File: src/rtl/arcade_pause_ctl.sv
// ---------------------------------------------------------------------------
// arcade_pause_ctl
// Merges external pause requests, a user pause toggle and "pause while OSD
// open" into one CPU pause for the game core (clk_sys domain). Pause can be
// held off until the next vertical-blank rising edge (VBL_SYNC=1). Release
// is always immediate.
//
// Optional feature macro: PAUSE_OUTPUT_DIM_EN
//   defined     : dim_video port and idle dim timer present. After
//                 DIM_SECONDS seconds paused with options[1]=1, video is
//                 halved in brightness.
//   not defined : no dim_video port, no timer. rgb_out is simply {r,g,b}
//                 registered once.
//
// SEC_CYCLES is the number of clk_sys cycles per second. It defaults to
// CLKSPEED*1_000_000 and is only overridden to shorten simulations.
// ---------------------------------------------------------------------------
module arcade_pause_ctl #(
   parameter int RW          = 3,
   parameter int GW          = 3,
   parameter int BW          = 2,
   parameter int CLKSPEED    = 18,
   parameter int DIM_SECONDS = 10,
   parameter int NREQ        = 2,
   parameter int VBL_SYNC    = 1,
   parameter int SEC_CYCLES  = CLKSPEED * 1_000_000
) (
   input  logic                   clk_sys,
   input  logic                   reset,
   input  logic                   user_button,
   input  logic [NREQ-1:0]        pause_request,
   input  logic [1:0]             options,
   input  logic                   OSD_STATUS,
   input  logic                   vblank,
   input  logic [RW-1:0]          r,
   input  logic [GW-1:0]          g,
   input  logic [BW-1:0]          b,
   output logic [RW+GW+BW-1:0]    rgb_out,
   output logic                   pause_cpu
`ifdef PAUSE_OUTPUT_DIM_EN
   ,
   output logic                   dim_video
`endif
);

   // ------------------------------------------------------------------------
   // State encoding
   // ------------------------------------------------------------------------
   typedef enum logic [1:0] {
      ST_RUN    = 2'd0,
      ST_ARMED  = 2'd1,
      ST_PAUSED = 2'd2
   } state_t;

   state_t state;
   state_t state_nxt;

   logic btn_q;
   logic vblank_q;
   logic toggle;
   logic btn_rise;
   logic vbl_rise;
   logic req;

   // Edge detectors and merged pause request.
   always_comb begin
      btn_rise = user_button & ~btn_q;
      vbl_rise = vblank & ~vblank_q;
      req      = (|pause_request) | toggle | (OSD_STATUS & options[0]);
   end

   // Previous-cycle copies of button and vblank. These deliberately keep
   // tracking during reset so that a button held across reset does not
   // produce a spurious toggle once reset is released.
   always_ff @(posedge clk_sys) begin
      btn_q    <= user_button;
      vblank_q <= vblank;
   end

   // User pause toggle: flips on each button rising edge, cleared by reset.
   always_ff @(posedge clk_sys) begin
      if (reset) begin
         toggle <= 1'b0;
      end else if (btn_rise) begin
         toggle <= ~toggle;
      end else begin
         toggle <= toggle;
      end
   end

   // Next-state logic: arm on request, engage on vblank edge, release at once.
   always_comb begin
      state_nxt = state;
      case (state)
         ST_RUN: begin
            if (req) begin
               if (VBL_SYNC != 0) begin
                  state_nxt = ST_ARMED;
               end else begin
                  state_nxt = ST_PAUSED;
               end
            end else begin
               state_nxt = ST_RUN;
            end
         end
         ST_ARMED: begin
            if (!req) begin
               state_nxt = ST_RUN;
            end else if (vbl_rise) begin
               state_nxt = ST_PAUSED;
            end else begin
               state_nxt = ST_ARMED;
            end
         end
         ST_PAUSED: begin
            if (!req) begin
               state_nxt = ST_RUN;
            end else begin
               state_nxt = ST_PAUSED;
            end
         end
         default: begin
            state_nxt = ST_RUN;
         end
      endcase
   end

   // State register; pause_cpu is registered alongside so it mirrors PAUSED.
   always_ff @(posedge clk_sys) begin
      if (reset) begin
         state     <= ST_RUN;
         pause_cpu <= 1'b0;
      end else begin
         state     <= state_nxt;
         pause_cpu <= (state_nxt == ST_PAUSED);
      end
   end

`ifdef PAUSE_OUTPUT_DIM_EN
   // ------------------------------------------------------------------------
   // Idle dim timer
   // ------------------------------------------------------------------------
   localparam int PRESC_W = (SEC_CYCLES > 1) ? $clog2(SEC_CYCLES) : 1;
   localparam int SEC_W   = (DIM_SECONDS > 0) ? $clog2(DIM_SECONDS + 1) : 1;
   localparam logic [PRESC_W-1:0] PRESC_LAST = PRESC_W'(SEC_CYCLES - 1);
   localparam logic [SEC_W-1:0]   SEC_LIMIT  = SEC_W'(DIM_SECONDS);

   logic [PRESC_W-1:0] presc;
   logic [SEC_W-1:0]   secs;
   logic [SEC_W-1:0]   secs_nxt;
   logic               timer_run;
   logic               presc_wrap;

   // The timer only advances while staying in PAUSED with dimming enabled;
   // anything else (including the cycle we leave PAUSED) clears it.
   always_comb begin
      timer_run  = (state == ST_PAUSED) & (state_nxt == ST_PAUSED) & options[1];
      presc_wrap = timer_run & (presc == PRESC_LAST);
      if (!timer_run) begin
         secs_nxt = {SEC_W{1'b0}};
      end else if (presc_wrap && (secs != SEC_LIMIT)) begin
         secs_nxt = secs + SEC_W'(1);
      end else begin
         secs_nxt = secs;
      end
   end

   // Prescaler, saturating seconds counter and registered dim flag.
   always_ff @(posedge clk_sys) begin
      if (reset) begin
         presc     <= {PRESC_W{1'b0}};
         secs      <= {SEC_W{1'b0}};
         dim_video <= 1'b0;
      end else if (!timer_run) begin
         presc     <= {PRESC_W{1'b0}};
         secs      <= {SEC_W{1'b0}};
         dim_video <= 1'b0;
      end else begin
         if (presc_wrap) begin
            presc <= {PRESC_W{1'b0}};
         end else begin
            presc <= presc + PRESC_W'(1);
         end
         secs      <= secs_nxt;
         dim_video <= (secs_nxt == SEC_LIMIT);
      end
   end

   // ------------------------------------------------------------------------
   // Video path: each channel halves within its own width when dimmed.
   // ------------------------------------------------------------------------
   logic [RW-1:0] r_half;
   logic [GW-1:0] g_half;
   logic [BW-1:0] b_half;

   // Half-brightness versions of the incoming channels.
   always_comb begin
      r_half = r >> 1'b1;
      g_half = g >> 1'b1;
      b_half = b >> 1'b1;
   end

   // Registered RGB output, dimmed while dim_video is set.
   always_ff @(posedge clk_sys) begin
      if (reset) begin
         rgb_out <= {(RW+GW+BW){1'b0}};
      end else if (dim_video) begin
         rgb_out <= {r_half, g_half, b_half};
      end else begin
         rgb_out <= {r, g, b};
      end
   end
`else
   // Dimming is compiled out; these inputs/settings have no function here.
   logic cfg_unused;

   // Fold otherwise-unreferenced inputs into a single sink signal.
   always_comb begin
      cfg_unused = options[1] ^ DIM_SECONDS[0] ^ SEC_CYCLES[0];
   end

   // Registered RGB pass-through.
   always_ff @(posedge clk_sys) begin
      if (reset) begin
         rgb_out <= {(RW+GW+BW){1'b0}};
      end else begin
         rgb_out <= {r, g, b};
      end
   end
`endif

endmodule

File: config.mk
export PLATFORM = sky130hd
export DESIGN_NAME = arcade_pause_ctl
export DESIGN_NICKNAME = d
export VERILOG_FILES = /design/src/rtl/arcade_pause_ctl.sv
export SDC_FILE = /design/constraint.sdc
export NUM_CORES = 1
export LEC_CHECK = 0
export ABC_CLOCK_PERIOD_IN_PS = 1000
export BUFFER_PORTS_ARGS = -buffer_cell sky130_fd_sc_hd__buf_2
export CAP_MARGIN = 15
export CORE_AREA = 2 2 39 41
export DETAILED_ROUTE_END_ITERATION = 10
export DIE_AREA = 0 0 41 43
export HOLD_SLACK_MARGIN = 0.03
export PLACE_DENSITY = 0.72
export SLEW_MARGIN = 20
export SYNTH_ARGS = -nofsm -noshare
export SYNTH_HDL_FRONTEND = slang
export SYNTH_SLANG_ARGS = --single-unit
export TNS_END_PERCENT = 100
File: constraint.sdc
create_clock -name clk_sys -period 1 [get_ports clk_sys]
set_input_delay 0.1 -clock clk_sys [delete_from_list [all_inputs] [get_ports clk_sys]]
set_output_delay 0.1 -clock clk_sys [all_outputs]
set_load 0.005 [all_outputs]
After elaboration in Yosys (flattened, before gate mapping)
Cells that the tools add are included.
- bitwise logic cells: 8
- eq/ne operators: 3
- reductions and logical operators: 2
- multiplexer cells: 5
- operator list (operator ; count):
    two-way mux 2 bit ; 3
    case mux 2 bit (3 select lines) ; 1
    equality test 2 bit (second input constant) ; 2
    bitwise AND 1 bit ; 3
    NOT 1 bit ; 3
    equality test 2 x 1 -> 1 bit (second input constant) ; 1
    zero test 2 bit ; 1
    bitwise OR 1 bit ; 2
    OR reduction 2 bit ; 1
    two-way mux 1 bit ; 1
- register bits after elaboration: 14
- word-level logic and storage cells: 24

Logic depth before layout (Yosys ltp)
Gate-level depths: netlist (run 1).
- depth in word-level cells: 6
- mapped depth: 3
- depth with buffers taken out: 3

Least setup slack after synthesis (run 1)
Ideal clock, no wire load.
- path kind: reg2reg
- start: register toggle
- end: register state[0]
- cell stages (with the launch flop): 4
- path slack: 0.096 ns
- arrival: 0.816 ns
- data required time: 0.912 ns
- cell sequence: dfxtp_1 a2111oi_2 or2_4 a311oi_2
- longest elaborated chain between the ends: 4
- elaborated cells on any way between the ends: 5
- classes of those cells: mux: 3; bitwise: 2
- ends and longest elaborated chain (what ; line ; source):
    start, declared ; 60 ; logic toggle;
    start signal, assigned ; 85 ; toggle <= ~toggle;
    start signal, assigned ; 87 ; toggle <= toggle;
    bitwise OR 1 bit * (2 in series) ; 69 ; req = (|pause_request) | toggle | (OSD_STATUS & options[0]);
    two-way mux 2 bit or two-way mux 1 bit (tied branches) ; 107, 96 ;
    case mux 2 bit (3 select lines) * ; 94 ; case (state)
    end signal, assigned ; 134 ; state <= state_nxt;
    end, declared ; 55 ; state_t state;
Mark *: on every way between the ends. The rest lies on a longest branch, timed or not.
A chain may end at the register's enable or synchronous reset.

Worst setup path after layout (run 1)
- start: input vblank
- end: register pause_cpu
- longest elaborated chain between the ends: 5
- ends and longest elaborated chain (what ; line ; source):
    start, declared ; 34 ; input logic vblank,
    bitwise AND 1 bit ; 68 ; vbl_rise = vblank & ~vblank_q;
    two-way mux 2 bit ; 109 ; end else if (vbl_rise) begin
    two-way mux 2 bit ; 107 ; if (!req) begin
    case mux 2 bit (3 select lines) ; 94 ;
    equality test 2 bit ; 135 ; pause_cpu <= (state_nxt == ST_PAUSED);
    end signal, assigned ; 135 ;
    end, declared ; 39 ; output logic pause_cpu
Every way passes these cells.

==> results of run 1 <==
[layout make-up]
| type | instances | area (um^2) |
|---|---|---|
| inverter | 1 | 3.75 |
| sequential | 14 | 282 |
| timing repair buffer | 33 | 213 |
| fill | 129 | 682 |
| clock buffer | 4 | 36.3 |
| tap | 16 | 20.0 |
| multi-input combinational | 18 | 148 |
[synthesized netlist by cell type]
| master | n |
|---|---|
| dfxtp_1 | 14 |
| and2b_1 | 6 |
| nor2_1 | 3 |
| nor2b_1 | 2 |
| a2111oi_2 | 1 |
| a311oi_2 | 1 |
| and2b_2 | 1 |
| inv_1 | 1 |
| mux2i_1 | 1 |
| nor3b_1 | 1 |
| or2_4 | 1 |
| xnor2_1 | 1 |
[worst max-delay path by stage]
| stage | start | to | cells past startpoint |
|---|---|---|---|
| 4_1_cts | vblank | state[1] | 5 |
| 3_5_place_dp | toggle | state[0] | 3 |
| 3_3_place_gp | toggle | state[0] | 3 |
| 6_report | vblank | pause_cpu | 4 |
| 5_1_grt | toggle | state[0] | 3 |
| 2_1_floorplan | toggle | state[0] | 3 |
[power by group through the flow]
stage | Combinational (uW) | Sequential, uW | Clock, uW
floorplan | 40.9 | 617 | 0
global placement | 101 | 614 | 0
detailed placement | 103 | 615 | 0
CTS | 130 | 602 | 413
global route | 142 | 607 | 428
finish | 127 | 603 | 396
[through the flow]
| step | setup WS [ns] | std cells | power, uW | utilization, % | area, um^2 |
|---|---|---|---|---|---|
| 2_1_floorplan | 0.0958 | 33 | 658 | - | 427 |
| 3_3_place_gp | 0.0821 | 74 | 715 | 41.5 | 574 |
| 3_5_place_dp | 0.0656 | 74 | 718 | 41.5 | 574 |
| 4_1_cts | 0.0288 | 87 | 1140 | 50.6 | 701 |
| 5_1_grt | 0.0261 | 86 | 1180 | 50.7 | 702 |
| 6_report | 0.0586 | 86 | 1130 | 50.7 | 702 |
[cell families after synthesis]
| group | Yosys count | share of synthesized area, % |
|---|---|---|
| muxes | 1 | 2.35 |
| AOI/OAI and AO/OA | 2 | 7.04 |
| and+or+nand+nor | 14 | 22.0 |
| DFF | 14 | 65.7 |
| buffers and inverters | 1 | 0.879 |
| xor gates and xnor gates | 1 | 2.05 |
[flip-flops by register name, indices dropped and copies added (netlist names)]
name / count
toggle: 1
vblank_q: 1
state: 2
rgb_out: 8
pause_cpu: 1
btn_q: 1
[timing repair]
action	in CTS	in global routing
endpoints found under the setup margin	0	3
hold buffers	9	0
endpoints found under the hold margin	9	0
resized for setup	0	2
[layer usage]
layer / part of all wire, % / global-route usage, % / wire, um
met5: 0 / 0 / 0
met4: 0 / 6.00 / 0
met3: 11 / 2.09 / 85
met2: 49 / 15.9 / 382
met1: 40 / 9.15 / 316
[critical path: stages]
cell,delay [ns]
dlygate4sd3_1,0.58
nor3b_2,0.17
mux2i_1,0.18
nor2_1,0.07
==> results.toml, run 1 <==
[setup_path]
r2r-end = "state[0]"
crit_path_end_kind = "register"
r2r_cells = 3
timing_worst_setup_path_type = "in -> reg"
r2r_start = "toggle"
worst_setup_path_start_kind = "primary input"
reg2reg_slack_ns = 0.08
cp_max_fo = 3
crit_required_ns = 1.16
arrival_ns = 1.11

[grt]
antenna_found_initial = 0
grt_max_degree = 10
grt_pass1_vias = 314
grt_usage_pct = 9.28
overflow = 0
grt_pass1_wl_um = 1100

[power_and_ir_drop]
clkPwrFrac_pct = 35.1
p_sw_uw = 228
switching_share_pct = 20.2
intPower_uw = 898
p_seq_share_pct = 53.6
p_per_area_nw_per_um2 = 1600
peakVddDrop_mv = 0.642
comb_power_share_pct = 11.3
p_leak_uw = 0.000348

[routing]
drt_pass1_iterations = 1
totalWireLength_um = 784
vias_per_cell = 3.99
drt-wirelength-per-cell_um = 9.12
via_count = 343
drt_iter0_drc = 0
remaining_drc_errors = 0
ant_nets = 0

[yosys]
synth_seq_cells = 14
ys_seq_area_share_pct = 65.7
synth.net_count = 50
yosysTopAreaCellShare_pct = 65.7
yosysUniqueCellTypes = 12
postSynthAreaPerCell_um2 = 12.9
synth.top_cells.by_area = "dfxtp_1, and2b_1, a2111oi_2"
synth_area_leader_cell = "dfxtp_1"
yosysWarningCount = 0
synth_area_um2 = 427
synthCells = 33

[die]
dieArea_um2 = 1760
die_x_um = 41
num_rows = 14
ios = 26
coreArea_um2 = 1380
initial_core_util_pct = 30.8
fp.dieH_um = 43

[sta]
finalClockSkew_ns = 0.000107
tightestPinTransition_ns = 0.251
holdWs_ns = 0.0466
slew_headroom_pct = 83.2
finalCriticalPeriod_ns = 0.941
fmax_mhz = 1060
finalSetupTns_ns = 0
finalCritPeriodShare_pct = 94.1
hold_viol = 0
drv_slew = 0
setup_viol = 0
rsz0062_at_grt = "false"

[clock_tree]
clock_latency_ns = 0.27
clockBufferDepth = 2
h-tree-depth = 1
tritoncts = "built"
clock-root-buffer = "clkbuf_4"
cts.clk_slew.worst_paths_ns = 0.08
cts_buffers = 3
cts_sinks = 14
cts_setup_buffers = 0

[cells_and_area]
final_layout_size_suffix_gt1_share_pct = 48.6
antennaDiodeCount = 0
fin_nets = 88
syn2layout_area_growth_pct = 64.5
final_common_cell = "buf_2"
final_cell_mix = "buf_2, dfxtp_1, dlygate4sd3_1, and2b_1"

[min_path]
hold_depth = 2
hp-start = "r[1]"
hold_end = "rgb_out[6]"
worstHoldPathType = "in -> reg"

[place]
gp_congestion = 0.517
io_buffer_count = 24

[run_status]
status = "finished clean"

[flow_run]
cap_violations = 0
No activity file was read; power rests on OpenSTA's default activity.
==> run 2: changes to the inputs <==
Settings changed: ABC_CLOCK_PERIOD_IN_PS 1000 to 1200.
Clock period 1 ns to 1.2 ns, I/O delays scaled along.
==> results.toml, run 2 (synthesized netlist as in run 1, its figures left out) <==
[run_status]
status = "finished clean"

[cells_and_area]
final_layout_size_suffix_gt1_share_pct = 50.0
top_regs = "rgb_out x8, state x2"
final_cell_mix = "buf_2, dfxtp_1, and2b_1, nor2_1, clkbuf_4"
nFillCells = 145
antennaDiodeCount = 0
fin_nets = 81
regMostFlops = "rgb_out"
final_common_cell = "buf_2"
largest_reg_flops = 8
final_area_um2 = 609
syn2layout_area_growth_pct = 42.8

[power_and_ir_drop]
design_power_total_uw = 832
peakVddDrop_mv = 0.556
p_leak_uw = 0.000308
switching_share_pct = 20.3
p_per_area_nw_per_um2 = 1360
p_seq_share_pct = 60.3
comb_power_share_pct = 10.4
intPower_uw = 662
p_sw_uw = 169
clkPwrFrac_pct = 29.3

[die]
fp.dieH_um = 43
die_x_um = 41
coreArea_um2 = 1380
dieArea_um2 = 1760
num_rows = 14
ios = 26
initial_core_util_pct = 30.8

[place]
gp_congestion = 0.529
place_area_um2 = 567
io_buffer_count = 24
place_hpwl_um = 554

[sta]
tightestPinTransition_ns = 0.252
holdWs_ns = 0.0566
rsz0062_at_grt = "false"
finalCritPeriodShare_pct = 86.2
setup_viol = 0
finalSetupTns_ns = 0
finalCriticalPeriod_ns = 1.03
fmax_mhz = 967
finalClockSkew_ns = 0.000443
hold_viol = 0
slew_headroom_pct = 83.2
drv_slew = 0

[min_path]
worstHoldPathType = "in -> reg"

[routing]
via_count = 317
drt-wirelength-per-cell_um = 9.03
ant_nets = 0
drt_pass1_iterations = 2
vias_per_cell = 4.06
totalWireLength_um = 704
drt_iter0_drc = 1
remaining_drc_errors = 0

[setup_path]
timing_worst_setup_path_type = "in -> reg"
crit_buf_inv = 2
crit_path_end_kind = "register"
arrival_ns = 1.19
cp_max_fo = 3
cpPeakStageDelay_ns = 0.54
crit_family = "buffers and inverters"
worst_setup_path_start_kind = "primary input"
crit_required_ns = 1.36
critical_path.cell_chain = "dlygate4sd3_1, buf_2, nor3b_1, mux2i_1, nor2_1"
cp_slowest_cell = "dlygate4sd3_1"

[clock_tree]
cts_resized = 0
cts_setup_buffers = 0
cts.clk_slew.worst_paths_ns = 0.07
cts_sinks = 14
clock_latency_ns = 0.26
h-tree-depth = 1
cts_buffers = 3
clock-root-buffer = "clkbuf_4"
clockBufferDepth = 2
tritoncts = "built"
ctsHoldBuffers = 2

[grt]
overflow = 0
grt_max_degree = 11
grt_usage_pct = 8.67
grt_pass1_vias = 274
grt_pass1_wl_um = 1000
antenna_found_initial = 0

[flow_run]
cap_violations = 0
[run 2: cell types whose count changed in the layout (fill, tap and decap cells not counted), sizes merged]
| cell | previous run | this run |
|---|---|---|
| clkbuf | 4 | 3 |
| dlygate4sd3 | 9 | 2 |
[run 2: final timing paths]
check | from | depth (start not counted) | end | slack, ns
setup reg to reg | toggle | 3 | state[0] | 0.26
hold reg to reg | state[1] | 1 | state[0] | 0.46
hold / removal | g[0] | 2 | rgb_out[2] | 0.06
setup / recovery | vblank | 5 | state[1] | 0.17
[run 2: worst reg2reg max path: cells and delay by family (launching register included)]
kind             cells  cell delay, ns
flip-flops           1            0.36
AO/OA/AOI/OAI        2            0.27
AND/OR/NAND/NOR      1            0.24
[run 2: final cells by class]
| type | instances | area, um^2 | share of cell area, % |
|---|---|---|---|
| multi-input cells | 18 | 143 | 23.4 |
| repair buffers | 26 | 140 | 23.0 |
| well taps | 16 | 20.0 | 3.29 |
| clock buffers | 3 | 22.5 | 3.70 |
| flip-flops and latches | 14 | 280 | 46.0 |
| inverters | 1 | 3.75 | 0.616 |
[run 2: through the flow]
step / setup slack (ns) / std cells / utilization, %
floorplan: 0.296 / 33 / -
global placement: 0.280 / 73 / 41.0
detailed placement: 0.242 / 73 / 41.0
CTS: 0.189 / 78 / 44.0
global route: 0.112 / 78 / 44.0
finish: 0.166 / 78 / 44.0
[run 2: metal layers]
layer  part of all wire (%)  vias up  wire, um  global-route usage [%]
li1                       -      167         -                       -
met1                     41      135       286                    7.49
met2                     47       15       329                    14.7
met3                     13        0        88                    5.24
met4                      0        0         0                    4.00
met5                      0        -         0                       0
[run 2: power groups by stage]
stage                     sequential [uW]  combinational (uW)  clock (uW)
after floorplan                       514                34.1           0
after global placement                512                81.7           0
after detailed placement              512                83.3           0
after CTS                             502                88.1         255
after global routing                  505                96.6         275
final                                 501                86.2         244
